--- config.mk ---
export PLATFORM = sky130hd
export DESIGN_NAME = nes_joypad_port
export DESIGN_NICKNAME = d
export VERILOG_FILES = /design/src/rtl/joypad_pkg.sv /design/src/rtl/joypad_autofire.sv /design/src/rtl/nes_joypad_port.sv
export SDC_FILE = /design/constraint.sdc
export NUM_CORES = 1
export LEC_CHECK = 0
export BUFFER_PORTS_ARGS = -buffer_cell sky130_fd_sc_hd__buf_4
export CAP_MARGIN = 40
export CELL_PAD_IN_SITES_DETAIL_PLACEMENT = 2
export CELL_PAD_IN_SITES_GLOBAL_PLACEMENT = 2
export CORE_ASPECT_RATIO = 0.75
export CORE_MARGIN = 2
export CORE_UTILIZATION = 35
export CTS_BUF_LIST = sky130_fd_sc_hd__clkbuf_8
export DETAILED_ROUTE_END_ITERATION = 8
export GPL_ROUTABILITY_DRIVEN = 0
export GPL_TIMING_DRIVEN = 0
export PLACE_DENSITY = 0.81
export SETUP_SLACK_MARGIN = 0.4
export SLEW_MARGIN = 5
export SYNTH_ARGS = -nofsm -noshare
export SYNTH_HDL_FRONTEND = slang
export SYNTH_HIERARCHICAL = 1
export SYNTH_SLANG_ARGS = --single-unit
--- constraint.sdc ---
create_clock -name clk -period 2.05 [get_ports clk]
set_input_delay 0.3075 -clock clk [delete_from_list [all_inputs] [get_ports clk]]
set_output_delay 0.3075 -clock clk [all_outputs]
set_load 0.1 [all_outputs]
--- src/rtl/joypad_pkg.sv ---
// rtl/joypad_pkg.sv - shared button indices and types for the NES joypad port
package joypad_pkg;

    localparam int BTN_A      = 0;
    localparam int BTN_B      = 1;
    localparam int BTN_SELECT = 2;
    localparam int BTN_START  = 3;
    localparam int BTN_UP     = 4;
    localparam int BTN_DOWN   = 5;
    localparam int BTN_LEFT   = 6;
    localparam int BTN_RIGHT  = 7;
    localparam int BTN_X      = 8;
    localparam int BTN_Y      = 9;
    localparam int BTN_L      = 10;
    localparam int BTN_R      = 11;

    typedef logic [11:0] snes_btns_t;
    typedef logic [7:0]  nes_btns_t;

    // NES read order is A,B,Sel,Start,U,D,L,R; turbo fire is OR-ed onto A/B
    function automatic nes_btns_t to_nes(input snes_btns_t b, input logic auto_a, input logic auto_b);
        return {b[BTN_RIGHT:BTN_SELECT], b[BTN_B] | auto_b, b[BTN_A] | auto_a};
    endfunction

endpackage

--- src/rtl/joypad_autofire.sv ---
// rtl/joypad_autofire.sv - one turbo-fire phase unit driven by a shared tick
module joypad_autofire (
    input  logic clk,
    input  logic resetn,
    input  logic tick,
    input  logic btn,
    output logic auto
);

    logic phase;

    // Phase rests at 1 while released so a fresh press fires on its first cycle
    always_ff @(posedge clk or negedge resetn) begin
        if (!resetn) begin
            phase <= 1'b1;
        end else if (!btn) begin
            phase <= 1'b1;
        end else if (tick) begin
            phase <= ~phase;
        end
    end

    assign auto = btn & phase;

endmodule

--- src/rtl/nes_joypad_port.sv ---
// rtl/nes_joypad_port.sv - dual 4021-style serial joypad ports with swap, home combo and optional JOYPAD_AUTOFIRE_EN turbo
module nes_joypad_port
    import joypad_pkg::*;
#(
    parameter int FREQ        = 21_492_000,
    parameter int AUTOFIRE_HZ = 15,
    parameter int HOME_MS     = 1000
) (
    input  logic       clk,
    input  logic       resetn,
    input  snes_btns_t joy1,
    input  snes_btns_t joy2,
    input  logic       joy_swap,
    input  logic       joypad_strobe,
    input  logic [1:0] joypad_clock,
    output logic [1:0] joy_data,
    output logic       home
);

    localparam longint HOME_CYC_L = (longint'(HOME_MS) * longint'(FREQ)) / 64'd1000;
    localparam int     HOME_CYC   = int'(HOME_CYC_L);
    localparam int     HCW        = (HOME_CYC > 0) ? $clog2(HOME_CYC + 1) : 1;

    snes_btns_t          src_a;
    snes_btns_t          src_b;
    logic                a_turbo_a;
    logic                a_turbo_b;
    logic                b_turbo_a;
    logic                b_turbo_b;
    logic                unused_bits;
    logic [1:0][7:0]     sr;
    logic [1:0]          last_clk;
    nes_btns_t           load_a;
    nes_btns_t           load_b;
    logic [HCW-1:0]      home_cnt;
    logic                combo;

    // Physical-to-NES port routing, re-evaluated every cycle
    always_comb begin
        src_a = joy_swap ? joy2 : joy1;
        src_b = joy_swap ? joy1 : joy2;
    end

`ifdef JOYPAD_AUTOFIRE_EN
    localparam int DIV = FREQ / (2 * AUTOFIRE_HZ);
    localparam int DW  = (DIV > 1) ? $clog2(DIV) : 1;

    logic [DW-1:0] div_cnt;
    logic          tick;

    assign tick = (div_cnt == DW'(DIV - 1));

    // Free-running divider shared by all four turbo units
    always_ff @(posedge clk or negedge resetn) begin
        if (!resetn) begin
            div_cnt <= '0;
        end else if (tick) begin
            div_cnt <= '0;
        end else begin
            div_cnt <= div_cnt + 1'b1;
        end
    end

    joypad_autofire u_af_a_x (.clk(clk), .resetn(resetn), .tick(tick), .btn(src_a[BTN_X]), .auto(a_turbo_a));
    joypad_autofire u_af_a_y (.clk(clk), .resetn(resetn), .tick(tick), .btn(src_a[BTN_Y]), .auto(a_turbo_b));
    joypad_autofire u_af_b_x (.clk(clk), .resetn(resetn), .tick(tick), .btn(src_b[BTN_X]), .auto(b_turbo_a));
    joypad_autofire u_af_b_y (.clk(clk), .resetn(resetn), .tick(tick), .btn(src_b[BTN_Y]), .auto(b_turbo_b));

    assign unused_bits = ^{joy1[BTN_R:BTN_L], joy2[BTN_R:BTN_L]};
`else
    assign a_turbo_a   = 1'b0;
    assign a_turbo_b   = 1'b0;
    assign b_turbo_a   = 1'b0;
    assign b_turbo_b   = 1'b0;
    assign unused_bits = ^{joy1[BTN_R:BTN_X], joy2[BTN_R:BTN_X], 32'(AUTOFIRE_HZ)};
`endif

    assign load_a = to_nes(src_a, a_turbo_a, a_turbo_b);
    assign load_b = to_nes(src_b, b_turbo_a, b_turbo_b);

    // Parallel load while strobed (load beats a coincident edge), else shift in 1s on falling read clocks
    always_ff @(posedge clk or negedge resetn) begin
        if (!resetn) begin
            sr       <= '0;
            last_clk <= 2'b00;
        end else begin
            last_clk <= joypad_clock;
            if (joypad_strobe) begin
                sr[0] <= load_a;
                sr[1] <= load_b;
            end else begin
                for (int n = 0; n < 2; n++) begin
                    if (last_clk[n] && !joypad_clock[n]) begin
                        sr[n] <= {1'b1, sr[n][7:1]};
                    end
                end
            end
        end
    end

    assign joy_data = {sr[1][0], sr[0][0]};

    assign combo = joy1[BTN_SELECT] & joy1[BTN_DOWN];

    // Hold timer saturates at terminal so home fires once per continuous hold
    always_ff @(posedge clk or negedge resetn) begin
        if (!resetn) begin
            home_cnt <= '0;
            home     <= 1'b0;
        end else if (!combo) begin
            home_cnt <= '0;
            home     <= 1'b0;
        end else if (home_cnt != HCW'(HOME_CYC)) begin
            home_cnt <= home_cnt + 1'b1;
            home     <= (home_cnt == HCW'(HOME_CYC - 1));
        end else begin
            home     <= 1'b0;
        end
    end

endmodule

# Yosys cells after proc, flatten, opt, wreduce, memory -nomap -nowiden
# Index checks and enable logic that the tools add are counted.
classes:
  add_sub_neg: 1
  muxes: 9
  shifts: 0
  n_reduce_logical: 6
  n_mul: 0
  eq_ne: 3
  order_cmp: 0
  bitwise_logic: 1
  div: 0
op_table:
  columns: ["operator", "n"]
  rows:
  - ["25-bit 2-to-1 mux", 2]
  - ["8-bit 2-to-1 mux", 4]
  - ["25-bit by 1-bit adder with 25-bit output (second input constant)", 1]
  - ["25-bit == test (second input constant)", 1]
  - ["25-bit inequality test (second input constant)", 1]
  - ["16-bit 2-to-1 mux", 1]
  - ["2-bit nonzero test", 2]
  - ["1-bit logical AND", 2]
  - ["1-bit logical NOT", 2]
  - ["1-bit 2-to-1 mux", 2]
  - ["2-bit by 1-bit inequality test with 1-bit output (second input constant)", 1]
  - ["1-bit bitwise AND", 1]
word_totals:
  inputBits: 30
  mem_count: 0
  wordCells: 25
  mem_bits_ro: 0
  out_inout_bits: 3
  ff_bits: 44
  latchBits: 0
  ram_bits: 0

# Logic depth before layout (Yosys ltp)
# Gate-level depths: netlist of the first run.
depth:
  word_depth: 4
  ltp_mapped: 6
  depth_no_buf: 6

# Worst setup path before layout of the first run
# Ideal clock, no wire load.
synth_path:
  kind: "flip-flop to flip-flop"
  from: "reg home_cnt[1]"
  to: "reg home_cnt[18]"
  required_ns: 1.972
  path_stages_with_launch: 7
  n_path_buf: 0
  t_arrival_ns: 1.673
  synth_period_minus_slack_ns: 1.751
  setup_slack_ns: 0.299
  setup_ns: 0.078
  path_cell_list: "dfrtp_1 ha_1 and4_2 nand4_2 or2_0 or3_1 a21oi_1"
synth_via:
  elab_chain_cells: 3
  word_cells_on_any_way: 5
  classes_between: "add/sub (1); eq/ne (2); mux (2)"
synth_lines:
  columns: ["element", "line", "text"]
  rows:
  - ["from (decl)", "nes_joypad_port.sv:35", "logic [HCW-1:0] home_cnt;"]
  - ["from (signal assigned)", "nes_joypad_port.sv:114", "home_cnt <= home_cnt + 1'b1;"]
  - ["25-bit by 1-bit adder with 25-bit output", "nes_joypad_port.sv:114", null]
  - ["25-bit 2-to-1 mux", "nes_joypad_port.sv:113", "end else if (home_cnt != HCW'(HOME_CYC)) begin"]
  - ["25-bit 2-to-1 mux", "nes_joypad_port.sv:110", "end else if (!combo) begin"]
# Parallel ways exist; a longest one is shown, timed or not. The select of a mux whose other input is x is not followed.
# A chain may end at the register's enable or synchronous reset.

# Worst setup path in the final report of the first run
layout_path:
  from: "reg home_cnt[0]"
  to: "reg home_cnt[18]"
# Same word-level chain as after synthesis.

==> flow_metrics.tcl, run 1 <==
set metrics [dict create \
    status "finished, final reports clean" \
    finalWirelength_um 7042 \
    tns_ns 0 \
    slew_headroom 0.6101 \
    grt_max_degree 45 \
    first_global_vias 2147 \
    r2r_setup_slack_ns 0.25 \
    leakage_uw 0.001295 \
    setup_viol 0 \
    syn_nets 281 \
    dieArea_um2 7343 \
    drv_slew 0 \
    syn_inst 249 \
    min_period_over_period 0.8794 \
    antenna_found_initial 0 \
    fin_skew_ns 0.004539 \
    rsz0062_at_grt "true" \
    grt_pass1_wl_um 11210 \
    seq_area_frac_synth 0.4718 \
    core_area_um2 6381 \
    critPathRequiredTime_ns 2.27 \
    synth-edff-count 0 \
    hpwl_um 4573 \
    hold_path.class "in2async" \
    clk_latency_ns 0.29 \
    timing.rr.start "home_cnt[0]" \
    viasPerCell 5.211 \
    firstDrtPassIters 4 \
    numPortBuffers 23 \
    synth_top_area_frac 0.4718 \
    fin_area_um2 2990 \
    synth_flop_cell "dfrtp_1" \
    yosysUniqueCellTypes 35 \
    start_util 0.3657 \
    tightestPinTransition_ns 0.5849 \
    worstPathArrival_ns 2.02 \
    vias 1996 \
    start_kind "register" \
    finalHoldViolCount 0 \
    reg2reg_depth 6 \
    ant_nets 0 \
    dp_cells 353 \
    die-height_um 74.72 \
    timing.rr.end "home_cnt[18]" \
    finalNonFillerCells 383 \
    synth.most_common_cell "dfrtp_1" \
    synth_async_sr_flop_share 1.000 \
    synthTopCellsByCount "dfrtp_1 (44), nand2_1 (39), o21ai_0 (22)" \
    clock_path_buffers 2 \
    path_max_fanout 3 \
    drv_cap 0 \
    cts_root_buffer "clkbuf_8" \
    ys_warn_count 6 \
    drtIter0Drc 84 \
    criticalPathCategory "reg2reg" \
    post-route-min-period_ns 1.803 \
    synth-seq-cells 44 \
    num_io_pins 33 \
    ir_worst_vdd_uv 310.7 \
    antenna_cells 0 \
    end_kind "register" \
    p_per_area_nw_per_um2 584.3 \
    h-tree-depth 2 \
    yosysTopAreaCell "dfrtp_1" \
    post-route-drc-count 0 \
    area_growth_pct 28.15 \
    grt.total_usage 0.1927 \
    fmax_mhz 554.7 \
    avgSynthCellArea_um2 9.371 \
    rows 25 \
    drive_gt1_frac 0.2980 \
    cts.reportedPaths.clkPinSlew_ns 0.08 \
    nNetsFinal 333 \
    numCtsBuffers 5 \
    cts_sinks 44 \
    die-width_um 98.29 \
    wire_per_inst_um 18.39 \
    grt_remaining_overflow 0 \
    postPlaceCellArea_um2 2620 \
    yosys-top-cells-area "dfrtp_1 (47%), mux2i_1 (7.3%), nand2_1 (6.3%), xnor2_1 (4.9%), o21ai_0 (4.7%)" \
    cts_tree "done" \
    syn_area_um2 2333 \
]
[cells by family after synthesis]
kind of cell    count (synthesis)  share of synthesized area
mux                            17                    0.07292
buf+inv                        21                    0.04075
compound gates                 43                    0.09437
simple gates                  104                     0.2418
fa+ha+maj                       2                    0.01072
xor+xnor                       18                    0.06756
flops                          44                     0.4719
[worst max-delay path, stage by stage, from the launching register on]
cell and delay [ns]:
dfrtp_1 0.40, ha_2 0.21, and4_4 0.27, nand4_4 0.10, or2_4 0.25, or3_4 0.37
a21oi_2 0.14
[timing repair]
| item | in CTS | in global routing |
|---|---|---|
| setup buffers | 12 | 9 |
| hold buffers | 0 | 0 |
| pin swaps | 4 | 17 |
| resized for setup | 7 | 21 |
| gates cloned | 0 | 1 |
| endpoints found under the setup margin | 15 | 17 |
[registers in the layout (all words and copies together), names as in the netlist]
register	flops
home	1
sr	14
joy_data	2
last_clk	2
home_cnt	25
[through the flow]
step           setup slack [ns]  hold WS [ns]  utilization  power, µW
3_5_place_dp             0.1721        0.3530       0.4106       1209
4_1_cts                  0.2626       0.02603       0.4422       1779
3_3_place_gp             0.2076        0.3502       0.4106       1197
2_1_floorplan            0.3857       0.01191            -       1103
5_1_grt                  0.2197       0.04032       0.4686       1849
6_report                 0.2472       0.01111       0.4686       1747
[cell type report]
type / instances / area, µm²
fillers: 714 / 3391
clock inverters: 2 / 7.507
plain buffers: 12 / 61.31
repair buffers: 45 / 339.1
flip-flops and latches: 44 / 1106
clock buffers: 6 / 82.58
multi-input cells: 184 / 1259
well taps: 81 / 101.3
inverters: 9 / 33.78
[layout by cell type, fill, tap and decap left out, types with 4 or more instances in the layout]
master,instances
a21oi_1,7
buf_4,45
clkbuf_1,8
clkbuf_8,6
dfrtp_1,40
dfrtp_2,4
inv_1,11
mux2i_1,17
nand2_1,38
nand3_1,9
nor2_1,21
nor3_2,7
o21ai_0,22
o21ai_1,11
or3_1,4
xnor2_1,13
xor2_1,4
[power breakdown]
group          internal, µW  leakage [µW]  total (µW)  switching (µW)
Sequential              914      0.000567         939            24.1
Combinational          91.2      0.000674         253             162
Clock                   265     0.0000538         556             291
Total                  1270       0.00129        1750             476
[how the worst max path moves through the flow]
stage | from | to | slack, ns
6_report | home_cnt[0] | home_cnt[18] | 0.25
5_1_grt | home_cnt[0] | home_cnt[18] | 0.22
4_1_cts | home_cnt[0] | home_cnt[18] | 0.26
3_5_place_dp | home_cnt[1] | home_cnt[18] | 0.17
3_3_place_gp | home_cnt[23] | home_cnt[1] | 0.21
2_1_floorplan | home_cnt[1] | home_cnt[18] | 0.39
[per-layer routing]
layer,share of wire,GRT usage
met5,0,0
met4,0.0087,0.04566
met3,0.018,0.03157
met2,0.48,0.3243
met1,0.49,0.2661
(Power assumes the default switching activity.)
==> run 2, diff against run 1 <==
- SETUP_SLACK_MARGIN: 0.4 -> 0.3
- SYNTH_HIERARCHICAL: 1 -> not set
==> run 2 against run 1 <==
The flow now finishes with violations (hold timing). Cell area decreased by 1.8%. Via count decreased by 4.6%. Synthesized cell count unchanged. Clock skew increased by 0.014 ns. Setup slack improved by 0.014 ns. Sequential power about the same. Critical path type unchanged. Sequential share of layout area increased by 0.59 points. Die area unchanged. Highest routed layer unchanged. Global-route usage decreased by 1.1 points. Clock power decreased by 3%. Area after synthesis unchanged.
==> flow_metrics.tcl, run 2 <==
set metrics [dict create \
    start_kind "register" \
    min_period_over_period 0.8725 \
    hold_path.class "in2async" \
    seqPwrFrac 0.542 \
    largest_register "home_cnt" \
    largest_register_ffs 25 \
    seq_area_frac_synth 0.4718 \
    h-tree-depth 2 \
    slowest_delay_ns 0.46 \
    synth-edff-count 0 \
    power_switching_uw 499.0 \
    cts_hold_buf 0 \
    status "complete, but fails checks" \
    critPathSlowestCell "dfrtp_1" \
    worstPathArrival_ns 1.93 \
    synth.most_common_cell "dfrtp_1" \
    ir_worst_vdd_uv 348.5 \
    area_growth_pct 25.84 \
    viasPerCell 5.091 \
    ant_nets 0 \
    clock_path_buffers 2 \
    drtIter0Drc 51 \
    syn_nets 281 \
    path_max_fanout 5 \
    rsz0062_at_grt "true" \
    critPathBufInv 0 \
    swShare 0.2871 \
    utilization 0.4602 \
    final_common_cell "dfrtp_1" \
    drv_cap 0 \
    fin_skew_ns 0.01897 \
    whs_ns -0.006971 \
    post-route-drc-count 0 \
    violations "hold timing" \
    end_kind "register" \
    yosys-top-cells-area "dfrtp_1 (47%), mux2i_1 (7.3%), nand2_1 (6.3%), xnor2_1 (4.9%), o21ai_0 (4.7%)" \
    grt_max_degree 45 \
    synth_top_area_frac 0.4718 \
    synth_flop_cell "dfrtp_1" \
    tns_ns 0 \
    yosysTopAreaCell "dfrtp_1" \
    criticalPathCategory "reg2reg" \
    syn_area_um2 2333 \
    path_cells "nor4b_4 > nand3_2 > nor3_4 > mux2i_1 > nor2_1" \
    power_frac_comb 0.149 \
    final_cell_mix "dfrtp_1 (42), nand2_1 (37), buf_4 (37)" \
    syn_inst 249 \
    ys_warn_count 0 \
    intPower_uw 1239 \
    setup_viol 0 \
    antenna_cells 0 \
    yosysUniqueCellTypes 35 \
    slew_headroom 0.5703 \
    num_io_pins 33 \
    start_util 0.3657 \
    die-width_um 98.29 \
    numPortBuffers 23 \
    cts_root_buffer "clkbuf_8" \
    firstDrtPassIters 4 \
    cp_top_family "simple AND/OR/NAND/NOR gates" \
    grt_pass1_wl_um 10410 \
    num-fill-cells 693 \
    hpwl_um 4537 \
    dieArea_um2 7343 \
    grt.total_usage 0.1818 \
    synthTopCellsByCount "dfrtp_1 (44), nand2_1 (39), o21ai_0 (22)" \
    post-route-min-period_ns 1.789 \
    rows 25 \
    finalWirelength_um 7079 \
    vias 1904 \
    die-height_um 74.72 \
    leakage_uw 0.001280 \
    core_area_um2 6381 \
    cts_sinks 44 \
    grt_remaining_overflow 0 \
    power_frac_clock 0.309 \
    tightestPinTransition_ns 0.6445 \
    reg_top3 "home_cnt: 25 flops, sr: 14 flops" \
    synth-seq-cells 44 \
    numCtsBuffers 5 \
    drive_gt1_frac 0.2560 \
    first_global_vias 2085 \
    avgSynthCellArea_um2 9.371 \
    nNetsFinal 325 \
    cts.reportedPaths.clkPinSlew_ns 0.10 \
    synth_async_sr_flop_share 1.000 \
    p_per_area_nw_per_um2 591.9 \
    critPathRequiredTime_ns 2.19 \
    fmax_mhz 559.1 \
    finalHoldViolCount 9 \
    drv_slew 0 \
    antenna_found_initial 0 \
    wire_per_inst_um 18.93 \
    clk_latency_ns 0.31 \
    cts_tree "done" \
]
==> run 2: repair_timing <==
item | 4_1_cts | 5_1_grt
endpoints found under the setup margin | 6 | 12
gates resized for setup | 8 | 18
buffers inserted | 5 | 8
pin swaps | 1 | 11
gates cloned | 0 | 1
==> run 2: cell type report <==
type	instances	area (µm²)	area share
Timing Repair Buffer	37	299.0	0.1018
Clock inverter	2	12.51	0.004261
Clock buffer	5	68.82	0.02343
Buffer	12	70.07	0.02386
Multi-Input combinational cell	184	1247	0.4248
Sequential cell	44	1104	0.3758
Tap cell	81	101.3	0.03451
Inverter	9	33.78	0.01150
==> run 2: final timing paths <==
kind | from | endpoint | slack, ns | depth (start not counted)
worst max-delay path | home_cnt[20] | home_cnt[1] | 0.26 | 5
worst min-delay path | resetn | home_cnt[24] | -0.007 | 1
worst max register to register | home_cnt[20] | home_cnt[1] | 0.26 | 5
worst min register to register | sr[6] | sr[6] | 0.49 | 2
max in group asynchronous | resetn | home_cnt[2] | 1.62 | 1
min in group clk | joypad_clock[1] | last_clk[1] | 0.12 | 1
==> run 2: worst reg2reg max path, cell delays in order (launching register included) <==
cell and delay (ns):
dfrtp_1 0.46, nor4b_4 0.35, nand3_2 0.18, nor3_4 0.33, mux2i_1 0.23, nor2_1 0.08
==> run 2: cell families after synthesis <==
kind of cell / Yosys count / share of synthesized area
buffers and inverters: 21 / 0.04075
AND/OR/NAND/NOR: 104 / 0.2418
flip-flops: 44 / 0.4719
adder cells (fa/ha/maj): 2 / 0.01072
multiplexers: 17 / 0.07292
XOR/XNOR: 18 / 0.06756
AO/OA/AOI/OAI: 43 / 0.09437
==> run 2: metal layers <==
metal  GRT usage  wire [µm]  vias up  share of wire
met2      0.3046       3379       11           0.48
met4     0.04110         67        0         0.0095
li1            -          -      935              -
met5           0          0        -              0
met3     0.03343        115        6          0.016
met1      0.2507       3517      952           0.50
==> run 2: through the flow <==
| stage | hold slack (ns) | power (µW) | std cells | worst slack (ns) | cell area, µm² |
|---|---|---|---|---|---|
| finish | -0.006971 | 1738 | 374 | 0.2613 | 2937 |
| global route | 0.03094 | 1826 | 374 | 0.1431 | 2937 |
| CTS | 0.01925 | 1753 | 365 | 0.2603 | 2774 |
| detailed placement | 0.3477 | 1211 | 353 | 0.1084 | 2609 |
| global placement | 0.3470 | 1198 | 353 | 0.1594 | 2609 |
| floorplan | 0.01191 | 1103 | 249 | 0.3224 | 2335 |
==> run 2: power by group through the flow <==
stage | clock network, µW | logic, µW | registers, µW
after detailed placement | 0 | 253 | 958
after CTS | 555 | 257 | 940
after global placement | 0 | 244 | 954
after global routing | 590 | 288 | 948
final | 538 | 259 | 942
after floorplan | 0 | 154 | 949
==> run 3, diff against run 2 <==
- CORE_ASPECT_RATIO: 0.75 -> 0.6
- CORE_UTILIZATION: 35 -> 33
- SKIP_LAST_GASP: not set -> 1
- clock period: 2.05 -> 1.5 ns (I/O delays scaled with it)
==> run 3 against run 2 <==
Maximum frequency down 1.2%. Power is 48% higher. Clock skew rose by 0.00085 ns. First-iteration DRC count rose by 65%. Non-clock buffer count rose by 28. Core utilization is 4.4 points higher. Via count up 19%. Die area rose by 6.0%. Critical path type unchanged. Critical endpoint is now home_cnt[9]. Global-route usage up 6.7 points. Sequential power increased by 38%. Clock power increased by 55%. The flow finishes with violations (setup timing).
==> flow_metrics.tcl, run 3 (same netlist as run 2, synthesis figures left out) <==
set metrics [dict create \
    postPlaceCellArea_um2 2688 \
    area_growth_pct 46.06 \
    vias 2262 \
    end_kind "register" \
    cts_root_buffer "clkbuf_8" \
    leakage_uw 0.001525 \
    grt_max_degree 45 \
    p_per_area_nw_per_um2 755.3 \
    die-height_um 69.14 \
    fin_area_um2 3408 \
    final_cell_mix "buf_4 (58), dfrtp_1 (36), nand2_1 (35)" \
    critPathRequiredTime_ns 1.74 \
    finalWirelength_um 10830 \
    cts_tree "done" \
    setup_viol 19 \
    nNetsFinal 354 \
    post-route-min-period_ns 1.810 \
    core_area_um2 6763 \
    antenna_cells 0 \
    largest_register "home_cnt" \
    h-tree-depth 2 \
    drtIter0Drc 84 \
    status "complete, but fails checks" \
    clk_latency_ns 0.33 \
    first_global_vias 2492 \
    clock_path_buffers 2 \
    fin_skew_ns 0.01982 \
    wire_per_inst_um 26.42 \
    violations "setup timing" \
    criticalPathCategory "reg2reg" \
    ant_nets 0 \
    finalHoldViolCount 0 \
    ir_worst_vdd_uv 538.8 \
    reg_top3 "home_cnt: 25 flops, sr: 14 flops" \
    grt_pass1_wl_um 14750 \
    viasPerCell 5.517 \
    rsz0062_at_grt "true" \
    drive_gt1_frac 0.4149 \
    drv_slew 0 \
    pre_cts_ws_ns -0.3465 \
    cts.reportedPaths.clkPinSlew_ns 0.10 \
    cts_sinks 44 \
    tightestPinTransition_ns 0.6260 \
    worstPathArrival_ns 2.05 \
    path_max_fanout 10 \
    firstDrtPassIters 4 \
    rows 23 \
    fmax_mhz 552.4 \
    final_common_cell "buf_4" \
    grt_remaining_overflow 0 \
    hpwl_um 4741 \
    largest_register_ffs 25 \
    start_kind "register" \
    numPortBuffers 23 \
    num_io_pins 33 \
    die-width_um 112.6 \
    grt.total_usage 0.2485 \
    min_period_over_period 1.207 \
    numCtsBuffers 5 \
    antenna_found_initial 0 \
    start_util 0.3451 \
    worst_slack_ns -0.3102 \
    slew_headroom 0.5826 \
    post-route-drc-count 0 \
    drv_cap 0 \
    hold_path.class "in2reg" \
    dieArea_um2 7782 \
]
[run 3: cell type report]
| type | count | area [µm²] |
|---|---|---|
| repair buffers | 65 | 538.0 |
| multi-input cells | 185 | 1434 |
| plain buffers | 12 | 88.84 |
| flip-flops and latches | 44 | 1111 |
| clock inverters | 2 | 11.26 |
| clock buffers | 6 | 82.58 |
| inverters | 9 | 33.78 |
| well taps | 87 | 108.9 |
| fillers | 694 | 3354 |
[run 3: worst paths after layout]
kind / from / endpoint / slack (ns) / depth (start not counted)
worst max register to register: home_cnt[5] / home_cnt[9] / -0.31 / 5
worst min-delay path: joypad_clock[1] / last_clk[1] / 0.006 / 1
min in group asynchronous: resetn / sr[6] / 0.47 / 2
worst max-delay path: home_cnt[5] / home_cnt[9] / -0.31 / 5
worst min register to register: sr[6] / sr[6] / 0.49 / 2
max in group asynchronous: resetn / home_cnt[3] / 0.58 / 2
[run 3: critical path: stages, from the launching register on]
cell and delay (ns):
dfrtp_2 0.43, and2_4 0.20, or3b_4 0.40, buf_12 0.17
or3_1 0.35, a21oi_1 0.17
[run 3: where the power goes]
| part | switching, µW | leakage [µW] | internal [µW] |
|---|---|---|---|
| Sequential | 46.1 | 0.000560 | 1250 |
| Clock | 464 | 0.0000486 | 369 |
| Combinational | 275 | 0.000916 | 170 |
[run 3: per-layer routing]
layer,GRT usage,vias up,wire length [µm]
li1,-,996,-
met1,0.3319,1184,4773
met2,0.4145,51,5309
met3,0.04573,31,391
met4,0.07046,0,359
met5,0,-,0
[run 3: metrics by stage]
stage          hold WS [ns]  std cells  TNS (ns)  utilization  total power, µW
6_report           0.006037        410    -3.934       0.5040             2574
5_1_grt            0.001673        410    -5.204       0.5040             2684
4_1_cts             0.01637        393    -2.448       0.4631             2507
3_5_place_dp         0.2659        359    -3.656       0.3974             1652
3_3_place_gp         0.2629        359    -2.505       0.3974             1638
2_1_floorplan      -0.07059        249   -0.3145            -             1508
[run 3: what timing repair did]
item | 4_1_cts | 5_1_grt
endpoints found under the hold margin | 44 | 0
pin swaps | 12 | 13
gates resized for setup | 40 | 36
hold buffers | 1 | 0
setup buffers | 24 | 17
setup endpoints to repair | 41 | 43
cloned | 1 | 0
